## config.mk

```make
export PLATFORM = sky130hd
export DESIGN_NAME = sub_2p_flat
export DESIGN_NICKNAME = d
export VERILOG_FILES = /design/src/rtl/sub_2p_pkg.sv /design/src/rtl/sub_2p_if.sv /design/src/rtl/sub_2p_slice.sv /design/src/rtl/sub_2p.sv /design/src/flat_wrapper.sv
export SDC_FILE = /design/constraint.sdc
export NUM_CORES = 1
export LEC_CHECK = 0
export CORE_UTILIZATION = 50
export DETAILED_ROUTE_END_ITERATION = 16
export HOLD_SLACK_MARGIN = 0.05
export PLACE_DENSITY = 0.76
export SKIP_LAST_GASP = 1
export SLEW_MARGIN = 20
export SYNTH_ARGS = -nofsm -noshare
export SYNTH_HDL_FRONTEND = slang
export SYNTH_SLANG_ARGS = --single-unit
```

## constraint.sdc

```tcl
create_clock -name clk -period 3 [get_ports clk]
set_clock_uncertainty 0.2 [all_clocks]
set_input_delay 0.6 -clock clk [delete_from_list [all_inputs] [get_ports clk]]
set_output_delay 0.6 -clock clk [all_outputs]
set_load 0.05 [all_outputs]
```

## src/rtl/sub_2p_pkg.sv

```systemverilog
// sub_2p shared definitions: default slice split
// and the stage-1 payload layout.
package sub_2p_pkg;

    localparam int WIDTH_D = 16;
    localparam int LSB_D   = 8;
    localparam int MSB_D   = 8;

    // Stage-1 payload at the default split.
    typedef struct packed {
        logic [LSB_D-1:0] d_lo;
        logic             b_lo;
        logic [MSB_D-1:0] x_hi;
        logic [MSB_D-1:0] y_hi;
    } s1_t;

endpackage

```

## src/rtl/sub_2p_if.sv

```systemverilog
// sub_2p handshake bundle: input operands and
// output result, each with its own valid/ready pair.
interface sub_2p_if
    import sub_2p_pkg::*;
#(
    parameter int WIDTH = WIDTH_D
);

    logic             in_valid;
    logic             in_ready;
    logic [WIDTH-1:0] x;
    logic [WIDTH-1:0] y;
    logic             out_valid;
    logic             out_ready;
    logic [WIDTH-1:0] diff;
    logic             borrow;

    modport master (
        output in_valid,
        output x,
        output y,
        output out_ready,
        input  in_ready,
        input  out_valid,
        input  diff,
        input  borrow
    );

    modport slave (
        input  in_valid,
        input  x,
        input  y,
        input  out_ready,
        output in_ready,
        output out_valid,
        output diff,
        output borrow
    );

endinterface

```

## src/rtl/sub_2p_slice.sv

```systemverilog
// sub_slice: combinational N-bit a - b - bin
// with borrow-out taken from the extra top bit.
module sub_slice #(
    parameter int N = 8
) (
    input  logic [N-1:0] a,
    input  logic [N-1:0] b,
    input  logic         bin,
    output logic [N-1:0] diff,
    output logic         bout
);

    logic [N:0] res;

    assign res  = {1'b0, a} - {1'b0, b} - {{N{1'b0}}, bin};
    assign diff = res[N-1:0];
    assign bout = res[N];

endmodule

```

## src/rtl/sub_2p.sv

```systemverilog
// sub_2p: two-stage split-borrow unsigned subtractor
// with valid/ready on both ends.
module sub_2p
    import sub_2p_pkg::*;
#(
    parameter int WIDTH     = WIDTH_D,
    parameter int LSB_WIDTH = LSB_D,
    parameter int MSB_WIDTH = MSB_D
) (
    input logic     clk,
    input logic     rst_n,
    sub_2p_if.slave io
);

    if (LSB_WIDTH + MSB_WIDTH != WIDTH) begin : g_bad_split
        $fatal(1, "sub_2p: LSB_WIDTH + MSB_WIDTH must equal WIDTH");
    end

    typedef struct packed {
        logic [LSB_WIDTH-1:0] d_lo;
        logic                 b_lo;
        logic [MSB_WIDTH-1:0] x_hi;
        logic [MSB_WIDTH-1:0] y_hi;
    } s1_p_t;

    s1_p_t                s1_q;
    logic                 s1_valid;
    logic                 out_valid_q;
    logic [WIDTH-1:0]     diff_q;
    logic                 borrow_q;
    logic                 s1_en;
    logic                 s2_en;
    logic [LSB_WIDTH-1:0] lo_d;
    logic                 lo_b;
    logic [MSB_WIDTH-1:0] hi_d;
    logic                 hi_b;

    // A stage may load when it is empty or its successor moves.
    assign s2_en = !out_valid_q || io.out_ready;
    assign s1_en = !s1_valid || s2_en;

    assign io.in_ready  = s1_en;
    assign io.out_valid = out_valid_q;
    assign io.diff      = diff_q;
    assign io.borrow    = borrow_q;

    sub_slice #(
        .N (LSB_WIDTH)
    ) u_lo (
        .a    (io.x[LSB_WIDTH-1:0]),
        .b    (io.y[LSB_WIDTH-1:0]),
        .bin  (1'b0),
        .diff (lo_d),
        .bout (lo_b)
    );

    sub_slice #(
        .N (MSB_WIDTH)
    ) u_hi (
        .a    (s1_q.x_hi),
        .b    (s1_q.y_hi),
        .bin  (s1_q.b_lo),
        .diff (hi_d),
        .bout (hi_b)
    );

    always_ff @(posedge clk or negedge rst_n) begin
        if (!rst_n) begin
            s1_valid <= 1'b0;
            s1_q     <= '0;
        end else if (s1_en) begin
            s1_valid <= io.in_valid;
            if (io.in_valid) begin
                s1_q.d_lo <= lo_d;
                s1_q.b_lo <= lo_b;
                s1_q.x_hi <= io.x[WIDTH-1:LSB_WIDTH];
                s1_q.y_hi <= io.y[WIDTH-1:LSB_WIDTH];
            end
        end
    end

    always_ff @(posedge clk or negedge rst_n) begin
        if (!rst_n) begin
            out_valid_q <= 1'b0;
            diff_q      <= '0;
            borrow_q    <= 1'b0;
        end else if (s2_en) begin
            out_valid_q <= s1_valid;
            if (s1_valid) begin
                diff_q   <= {hi_d, s1_q.d_lo};
                borrow_q <= hi_b;
            end
        end
    end

endmodule

```

## src/flat_wrapper.sv

```systemverilog
// flat-port wrapper written by rule: the top's interface ports become plain ports
module sub_2p_flat import sub_2p_pkg::*;
#(
    parameter int WIDTH     = WIDTH_D,
    parameter int LSB_WIDTH = LSB_D,
    parameter int MSB_WIDTH = MSB_D
)
  (clk, rst_n, io_in_valid, io_x, io_y, io_out_ready, io_in_ready, io_out_valid, io_diff, io_borrow);
  sub_2p_if #(.WIDTH(WIDTH)) io_i ();
  input logic clk;
  input logic rst_n;
  input wire logic [$bits(io_i.in_valid)-1:0] io_in_valid;
  input wire logic [$bits(io_i.x)-1:0] io_x;
  input wire logic [$bits(io_i.y)-1:0] io_y;
  input wire logic [$bits(io_i.out_ready)-1:0] io_out_ready;
  output wire logic [$bits(io_i.in_ready)-1:0] io_in_ready;
  output wire logic [$bits(io_i.out_valid)-1:0] io_out_valid;
  output wire logic [$bits(io_i.diff)-1:0] io_diff;
  output wire logic [$bits(io_i.borrow)-1:0] io_borrow;
  assign io_i.in_valid = io_in_valid;
  assign io_i.x = io_x;
  assign io_i.y = io_y;
  assign io_i.out_ready = io_out_ready;
  assign io_in_ready = io_i.in_ready;
  assign io_out_valid = io_i.out_valid;
  assign io_diff = io_i.diff;
  assign io_borrow = io_i.borrow;
  sub_2p #(.WIDTH(WIDTH), .LSB_WIDTH(LSB_WIDTH), .MSB_WIDTH(MSB_WIDTH)) u_core (.clk(clk), .rst_n(rst_n), .io(io_i));
endmodule
```

## Yosys cells after proc, flatten, opt, wreduce, memory -nomap -nowiden

Index checks and enable logic that the tools add are counted.

- Logic and storage cells: 17
- Output and inout port bits: 19
- Memories kept: 0
- RAM bits: 0
- Register bits after elaboration: 44
- Memory bits (read-only): 0
- Bits in latches: 0
- Input port bits: 36

- Muxes and demuxes: 0
- Bitwise operators: 0
- Multiply operators: 0
- Eq/ne operators: 0
- Add/sub/neg operators: 3
- Divide/modulo/power cells: 0
- Magnitude comparators: 0
- Reduce and logical (&&, ||, !) cells: 6
- Shift-type cells: 0

Operator list:

| operator | number |
|---|---|
| $sub A8 B8 Y9 | 2 |
| $sub A9 B1 Y9 | 1 |
| $reduce_and A2 Y1 | 2 |
| $logic_not A1 Y1 | 2 |
| $logic_or A1 B1 Y1 | 2 |

## Logic depth before layout (Yosys ltp)

Gate-level depths: netlist (run 1).

- Depth after elaboration: 4
- Depth in mapped cells: 9
- Gate-level depth less buffers: 9

## By module

From an unflattened synthesis (run 1), not the netlist that was laid out.

- Cell total of the unflattened synthesis: 248
- Area total of the unflattened synthesis: 2,921.6 um2

By module, submodules not included:

| module | area an instance (um2) | seq. area each (um2) | cells an instance | times used |
|---|---|---|---|---|
| sub_2p | 1,813.0 | 1,101.1 | 96 | 1 |
| sub_slice | 554.3 | 0.0 | 76 | 2 |

## Worst setup path after synthesis (run 1)

Ideal clock, no wire load.

- Kind: register -> register
- Start: reg u_core.out_valid_q (netlist: u_core.io.out_valid)
- End: reg u_core.s1_q[0] in the netlist's numbering
- Setup time: 125 ps
- Path slack: 604 ps
- Arrival: 2,072 ps
- Path buffers: 1
- Data required time: 2,675 ps
- Stages on the path, launching flop included: 5
- Clock period less this slack: 2,396 ps
- Cell sequence: dfrtp_1 -> nand3b_1 -> nand2_1 -> buf_4 -> mux2_2

- Cells in the longest elaborated chain, start to end: 4

Ends and longest elaborated chain:

| element | line | source |
|---|---|---|
| from (decl) | sub_2p.sv:28 | `logic out_valid_q;` |
| from (signal assigned) | sub_2p.sv:88 | `out_valid_q <= s1_valid;` |
| $logic_not A1 Y1 | sub_2p.sv:39 | `assign s2_en = !out_valid_q \|\| io.out_ready;` |
| $logic_or A1 B1 Y1 | sub_2p.sv:39 |  |
| $logic_or A1 B1 Y1 | sub_2p.sv:40 | `assign s1_en = !s1_valid \|\| s2_en;` |
| net io_in_ready | flat_wrapper.sv:16 | `output wire logic [$bits(io_i.in_ready)-1:0] io_in_ready;` |
| $reduce_and A2 Y1 (no source line) | -- |  |
| to (decl) | sub_2p.sv:26 | `s1_p_t s1_q;` |

The timed path passes the listed nets, and every way through them passes these cells.
A chain may end at the register's enable or synchronous reset.

## Final worst setup path (run 1)

- Start: in io_x[0]
- End: reg u_core.s1_q[16] in the netlist's numbering

- Cells in the longest elaborated chain, start to end: 1

Ends and longest elaborated chain:

| element | line | source |
|---|---|---|
| from (decl) | flat_wrapper.sv:13 | `input wire logic [$bits(io_i.x)-1:0] io_x;` |
| $sub A8 B8 Y9 | sub_2p_slice.sv:15 | `assign res = {1'b0, a} - {1'b0, b} - {{N{1'b0}}, bin};` |

No other way between the ends.

==> results.md, run 1 <==
* RSZ-0062 raised after global routing: no
* R2R depth at 9
* Post-DP HPWL at 3200 um
* Largest net degree at the start of global routing at 45
* Cell variety after synth at 35
* Initial antenna violation count at 0
* TritonRoute pass-1 iters at 4
* GRT overflow at 0
* TritonCTS buffer count at 5
* Io pins at 55
* Final worst-path setup slack at 0.504 ns
* Primary FF master, synth: dfrtp_1
* PD cells at around 740 mW/mm^2
* Die ar. at 0.00517 mm^2
* Tot Pwr at 2.35 mW
* Area Growth Syn to Fin at 29.2%
* Slew @ Worst Pin at 0.942 ns
* Setup TNS at 0 ns
* H-tree depth at 2
* Critical Path AT at 2.48 ns
* Average routed wire per standard cell at between 10 and 15 um
* CTS tree: built
* Max Cap Viol at 0
* Via/cell ratio at 4.89
* Status: complete, no violations
* Leakage power at 1.47 nW
* Synth Area per Inst at around 11 um^2
* Global-route wire length before repair at ~7200 um
* Grt met3 use at 4.72%
* Worst min path class: in -> async
* Tcrit/Tclk final at just over 80%
* Clk buf depth at 2
* Reg2Reg Launch Point: u_core.s1_q[16]$_DFFE_PN0P_
* GRT Max-Usage Layer: met2
* Net count after synthesis at 288
* Drc violations at 0
* Met2 global-route usage at 30.7%
* Worst-path clk slew at approximately 0.090 ns
* Die W at 71.9 um
* Share of layout cells above drive strength 1 at 14.6%
* Hold Buf Count CTS at 0
* Net count, final at 347
* Relative slew slack at 37.2%
* Vias post-DR at 1730
* Setup violations, final at 0
* IO buf count at 54
* Achievable frequency at 0.401 GHz
* Startpoint Class: input port
* Final WL at approximately 4100 um
* Clk root buf: clkbuf_8
* Post-synthesis sequential area ratio at 45.1%
* FF+latch count, synth at 44
* Core area at 0.00472 mm^2
* Number of synthesized flops with an enable pin at 0
* Die height at a little over 70 um
* Final Slew Violations at 0
* Most frequent cells in the layout: clkdlybuf4s50_1 (52), dfrtp_1 (44), inv_1 (32)
* CTS sink cnt at 44
* Effective utilization at floorplan at 51.7%
* Data required time of the critical path at 2.99 ns
* Site Rows at 25
* Post-CTS Resized at 0
* Clk_lat worst skew at 0.30 ns
* Gpl congestion at 0.862
* Synth Cell Area at 0.00244 mm^2
* Critical path class: in -> reg
* Global router's overall resource usage at ~18%
* # diodes at 0
* Setup repair bufs after CTS at 0
* ANT nets after route at 0
* Most common cell after layout, fill and taps aside: clkdlybuf4s50_1
* CP Capture Type: flip-flop
* Peak supply drop at 0.478 mV
* Gate Count Post-Synth at roughly 230
* Async SR Flop Fraction at 100%
* Vias in the first global route at 1668
* Setup WS pre-CTS at 0.194 ns
* Critical path peak fanout at 3
* Post-route minimum period at approximately 2.5 ns
* Initial drt markers at 81
* Final Hold Fails at 0
* Crit path from: io_x[0]
* Syn. warnings at 0
* GRT met1 Usage at a little under a quarter
==> kinds of logic (layout without fill, tap and decap cells) <==
group	after synthesis	count (layout)	share of synthesized area, %
compound gates	42	42	11.5
xor+xnor	9	9	3.23
fa+ha+maj	25	25	13.7
buf+inv	37	97	6.14
flops	44	44	45.1
mux	24	24	11.1
simple gates	46	46	9.27
==> routing by layer <==
layer,share of wire (%),routed length (um)
met4,0.74,30
met1,46,1870
met2,50,2010
met5,0,0
met3,3.7,148
==> flip-flops by register name (all words and copies together), names as in the netlist <==
signal               flops
u_core.io.borrow         1
u_core.io.diff          16
u_core.io.out_valid      1
u_core.s1_q             25
u_core.s1_valid          1
==> final timing paths <==
kind | endpoint | slack (ns)
worst max-delay path | u_core.s1_q[16]$_DFFE_PN0P_ | 0.50
worst min-delay path | u_core.s1_q[14]$_DFFE_PN0P_ | 0.23
worst max register to register | u_core.io.diff[15]$_DFFE_PN0P_ | 0.66
worst min register to register | u_core.s1_q[18]$_DFFE_PN0P_ | 0.28
max in group asynchronous | u_core.s1_q[9]$_DFFE_PN0P_ | 1.76
min in group clk | u_core.s1_q[18]$_DFFE_PN0P_ | 0.28
==> where the power goes <==
part	internal [mW]	switching, mW
logic	0.474	0.674
clock network	0.184	0.193
registers	0.741	0.0799
total	1.40	0.947
==> through the flow <==
stage	utilization, %	hold WS, ns	instances	instance area, um^2
finish	66.9	0.229	354	3160
global route	66.9	0.310	354	3160
CTS	66.9	0.275	354	3160
detailed placement	64.9	0.267	346	3070
global placement	64.9	0.261	346	3070
floorplan	-	0.104	227	2440
==> cell type report <==
| type | instances | area [um^2] |
|---|---|---|
| multi-input combinational | 146 | 1190 |
| timing repair buffer | 57 | 568 |
| sequential | 44 | 1100 |
| inverter | 32 | 120 |
| fill | 372 | 1570 |
| tap | 67 | 83.8 |
| clock buffer | 6 | 82.6 |
| clock inverter | 2 | 10.0 |
==> cell usage after synthesis (2+ instances only) <==
cell type / number / area share, %
dfrtp_1: 44 / 45
inv_1: 32 / 4.9
mux2_2: 23 / 11
ha_1: 22 / 11
nand2_1: 22 / 3.4
o21ai_0: 15 / 3.1
nor2_1: 8 / 1.2
a21oi_1: 5 / 1.0
o21a_1: 5 / 1.5
xor2_1: 5 / 1.8
nand2b_1: 4 / 1.0
nor3_1: 4 / 0.82
o21ai_1: 4 / 0.82
xnor2_1: 4 / 1.4
buf_2: 3 / 0.61
fa_1: 3 / 2.5
and2_1: 2 / 0.51
buf_4: 2 / 0.61
nand3b_1: 2 / 0.61
o31ai_1: 2 / 0.61
o31ai_2: 2 / 1.0
==> worst max-delay path, cell delays in order <==
cell and delay (ns):
clkdlybuf4s50_1 0.45, inv_1 0.04, ha_1 0.22, fa_1 0.41, nor2b_1 0.21, o31ai_2 0.11
a21oi_1 0.17, o21ai_0 0.10, a22o_1 0.17
No activity file was read; power rests on OpenSTA's default activity.
==> run 2, diff against run 1 <==
clock period = 2.5 ns   (was 3 ns; I/O delays follow)
==> results.md, run 2 (synthesized netlist as in run 1, its figures left out) <==
* Status: complete, no violations
* Die height at 71.9 um (unchanged)
* Area Growth Syn to Fin at 31.9%
* Die ar. at 0.00517 mm^2 (unchanged)
* Data required time of the critical path at 2.48 ns (-0.51 ns)
* CTS tree: built
* H-tree depth at 2 (unchanged)
* Largest net degree at the start of global routing at 26 (-42%)
* Most flops, register: u_core.s1_q
* Slew @ Worst Pin at 0.523 ns (-0.419 ns)
* Critical path peak fanout at 3 (unchanged)
* Hold Slack at 0.281 ns (+0.0518 ns)
* PD cells at 875 mW/mm^2 (+18%)
* Reg2Reg Capture Point: u_core.io.diff[15]$_DFFE_PN0P_
* TritonRoute pass-1 iters at 4 (unchanged)
* R2R depth at 8 (-1)
* Global-route wire length before repair at 7370 um (+2.1%)
* R2R Setup Slk at 0.25 ns (-0.41 ns)
* GRT overflow at 0 (unchanged)
* Post-Layout Cell Count at 362 (+2.3%)
* Crit path from: io_x[0]
* Net count, final at 355 (+2.3%)
* # fillers at 377 (+1.3%)
* Worst min path class: reg -> reg
* Critical path capture point: u_core.s1_q[16]$_DFFE_PN0P_
* Largest register FFs at 25 (unchanged)
* Final WL at 4080 um (+0.74%)
* Most frequent cells in the layout: clkdlybuf4s50_1 (52), dfrtp_1 (44), inv_1 (32)
* TritonCTS buffer count at 5 (unchanged)
* ANT nets after route at 0 (unchanged)
* # diodes at 0 (unchanged)
* Crit-path max cell delay at 0.46 ns (about the same)
* Worst-path clk slew at 0.08 ns (about the same)
* Clk root buf: clkbuf_8
* Max Cap Viol at 0 (unchanged)
* Average routed wire per standard cell at 11.3 um (-1.5%)
* Relative slew slack at 65.0% (+28 points)
* Critical Path AT at 2.30 ns (-0.18 ns)
* Achievable frequency at 0.431 GHz
* Leakage power at 1.51 nW (+2.6%)
* RSZ-0062 raised after global routing: no
* Drc violations at 0 (unchanged)
* Global router's overall resource usage at 18.2% (+0.40 points)
* Post-route minimum period at approximately 2.3 ns
* Post-DP HPWL at 3280 um (+2.5%)
* Most common cell after layout, fill and taps aside: clkdlybuf4s50_1
* Vias post-DR at 1805 (+4.3%)
* Startpoint Class: input port
* Core area at 0.00472 mm^2 (unchanged)
* Hold Path Depth at 2
* Reg2Reg Launch Point: u_core.s1_q[16]$_DFFE_PN0P_
* Site Rows at 25 (unchanged)
* Critical path's slowest cell: clkdlybuf4s50_1
* Final Hold Fails at 0 (unchanged)
* Clk buf depth at 2 (unchanged)
* Io pins at 55 (unchanged)
* Final Slew Violations at 0 (unchanged)
* Initial antenna violation count at 0 (unchanged)
* Crit-path cells: clkdlybuf4s50_1 -> inv_1 -> ha_1 -> fa_1 -> nor2b_2 -> o31ai_2 -> a21oi_1 -> o21ai_0 -> a22o_1
* Peak supply drop at 0.391 mV (-18%)
* Clk_lat worst skew at 0.29 ns (about the same)
* Share of layout cells above drive strength 1 at 16.9% (+2.3 points)
* Vias in the first global route at 1715 (+2.8%)
* Critical path class: in -> reg
* Effective utilization at floorplan at 51.7% (unchanged)
* Die W at 71.9 um (unchanged)
* Via/cell ratio at 4.99 (+2.0%)
* Gpl congestion at 0.894 (+3.7%)
* Initial drt markers at 73 (-9.9%)
* CP Capture Type: flip-flop
* Tcrit/Tclk final at 92.8%
* IO buf count at 54 (unchanged)
* Dpl cells at 353 (+2.0%)
* Setup violations, final at 0 (unchanged)
* CTS sink cnt at 44 (unchanged)
==> run 2: cell types whose count changed in the layout (fill, tap and decap cells not counted), sizes merged <==
| cell | previous run | this run |
|---|---|---|
| buf | 5 | 12 |
| dlygate4sd3 | 0 | 1 |
==> run 2: critical path, delay by kind of cell <==
family	cells	cell delay [ns]
AO/OA/AOI/OAI	4	0.55
adder cells (fa/ha/maj)	2	0.59
buffers and inverters	2	0.50
AND/OR/NAND/NOR	1	0.17
==> run 2: metal layers <==
layer	up-vias	part of all wire (%)	track usage, %
met5	-	0	0
met4	0	1.5	5.88
met3	7	4.2	4.86
met2	38	50	30.8
met1	863	44	22.9
li1	897	-	-
==> run 2: timing repair <==
item | 4_1_cts | 5_1_grt
resized for setup | 0 | 2
hold endpoints to repair | 19 | 0
buffers inserted | 0 | 0
hold buffers | 1 | 0
setup endpoints to repair | 0 | 2
==> run 2: worst min-delay path by stage <==
stage | startpoint | to | slack, ns
after global placement | u_core.io.diff[8]$_DFFE_PN0P_ | u_core.io.diff[8]$_DFFE_PN0P_ | 0.26
after detailed placement | rst_n | u_core.s1_q[7]$_DFFE_PN0P_ | 0.27
after global routing | u_core.io.borrow$_DFFE_PN0P_ | u_core.io.borrow$_DFFE_PN0P_ | 0.32
final | u_core.io.diff[8]$_DFFE_PN0P_ | u_core.io.diff[8]$_DFFE_PN0P_ | 0.28
after CTS | u_core.s1_q[20]$_DFFE_PN0P_ | u_core.s1_q[20]$_DFFE_PN0P_ | 0.28
after floorplan | rst_n | u_core.io.borrow$_DFFE_PN0P_ | 0.004
==> run 2: stage by stage <==
step                total power [mW]  util (%)  TNS (ns)  setup slack [ns]  area, um^2
detailed placement              2.40      66.0    -0.377            -0.166        3120
global placement                2.37      66.0    -0.249            -0.126        3120
floorplan                       1.96         -         0             0.104        2440
CTS                             2.86      68.2         0             0.124        3220
global route                    3.03      68.2         0            0.0279        3220
finish                          2.82      68.2         0             0.179        3220
==> run 2: layout make-up <==
class	count	area, um^2	share of cell area, %
multi-input combinational	146	1190	37.1
sequential	44	1100	34.2
timing repair buffer	65	631	19.6
inverter	32	120	3.73
tap	67	83.8	2.60
clock buffer	6	82.6	2.56
clock inverter	2	10.0	0.311
==> run 2: power breakdown <==
group	internal [mW]	switching (mW)
logic	0.581	0.810
registers	0.889	0.0928
clock network	0.220	0.227
total	1.69	1.13
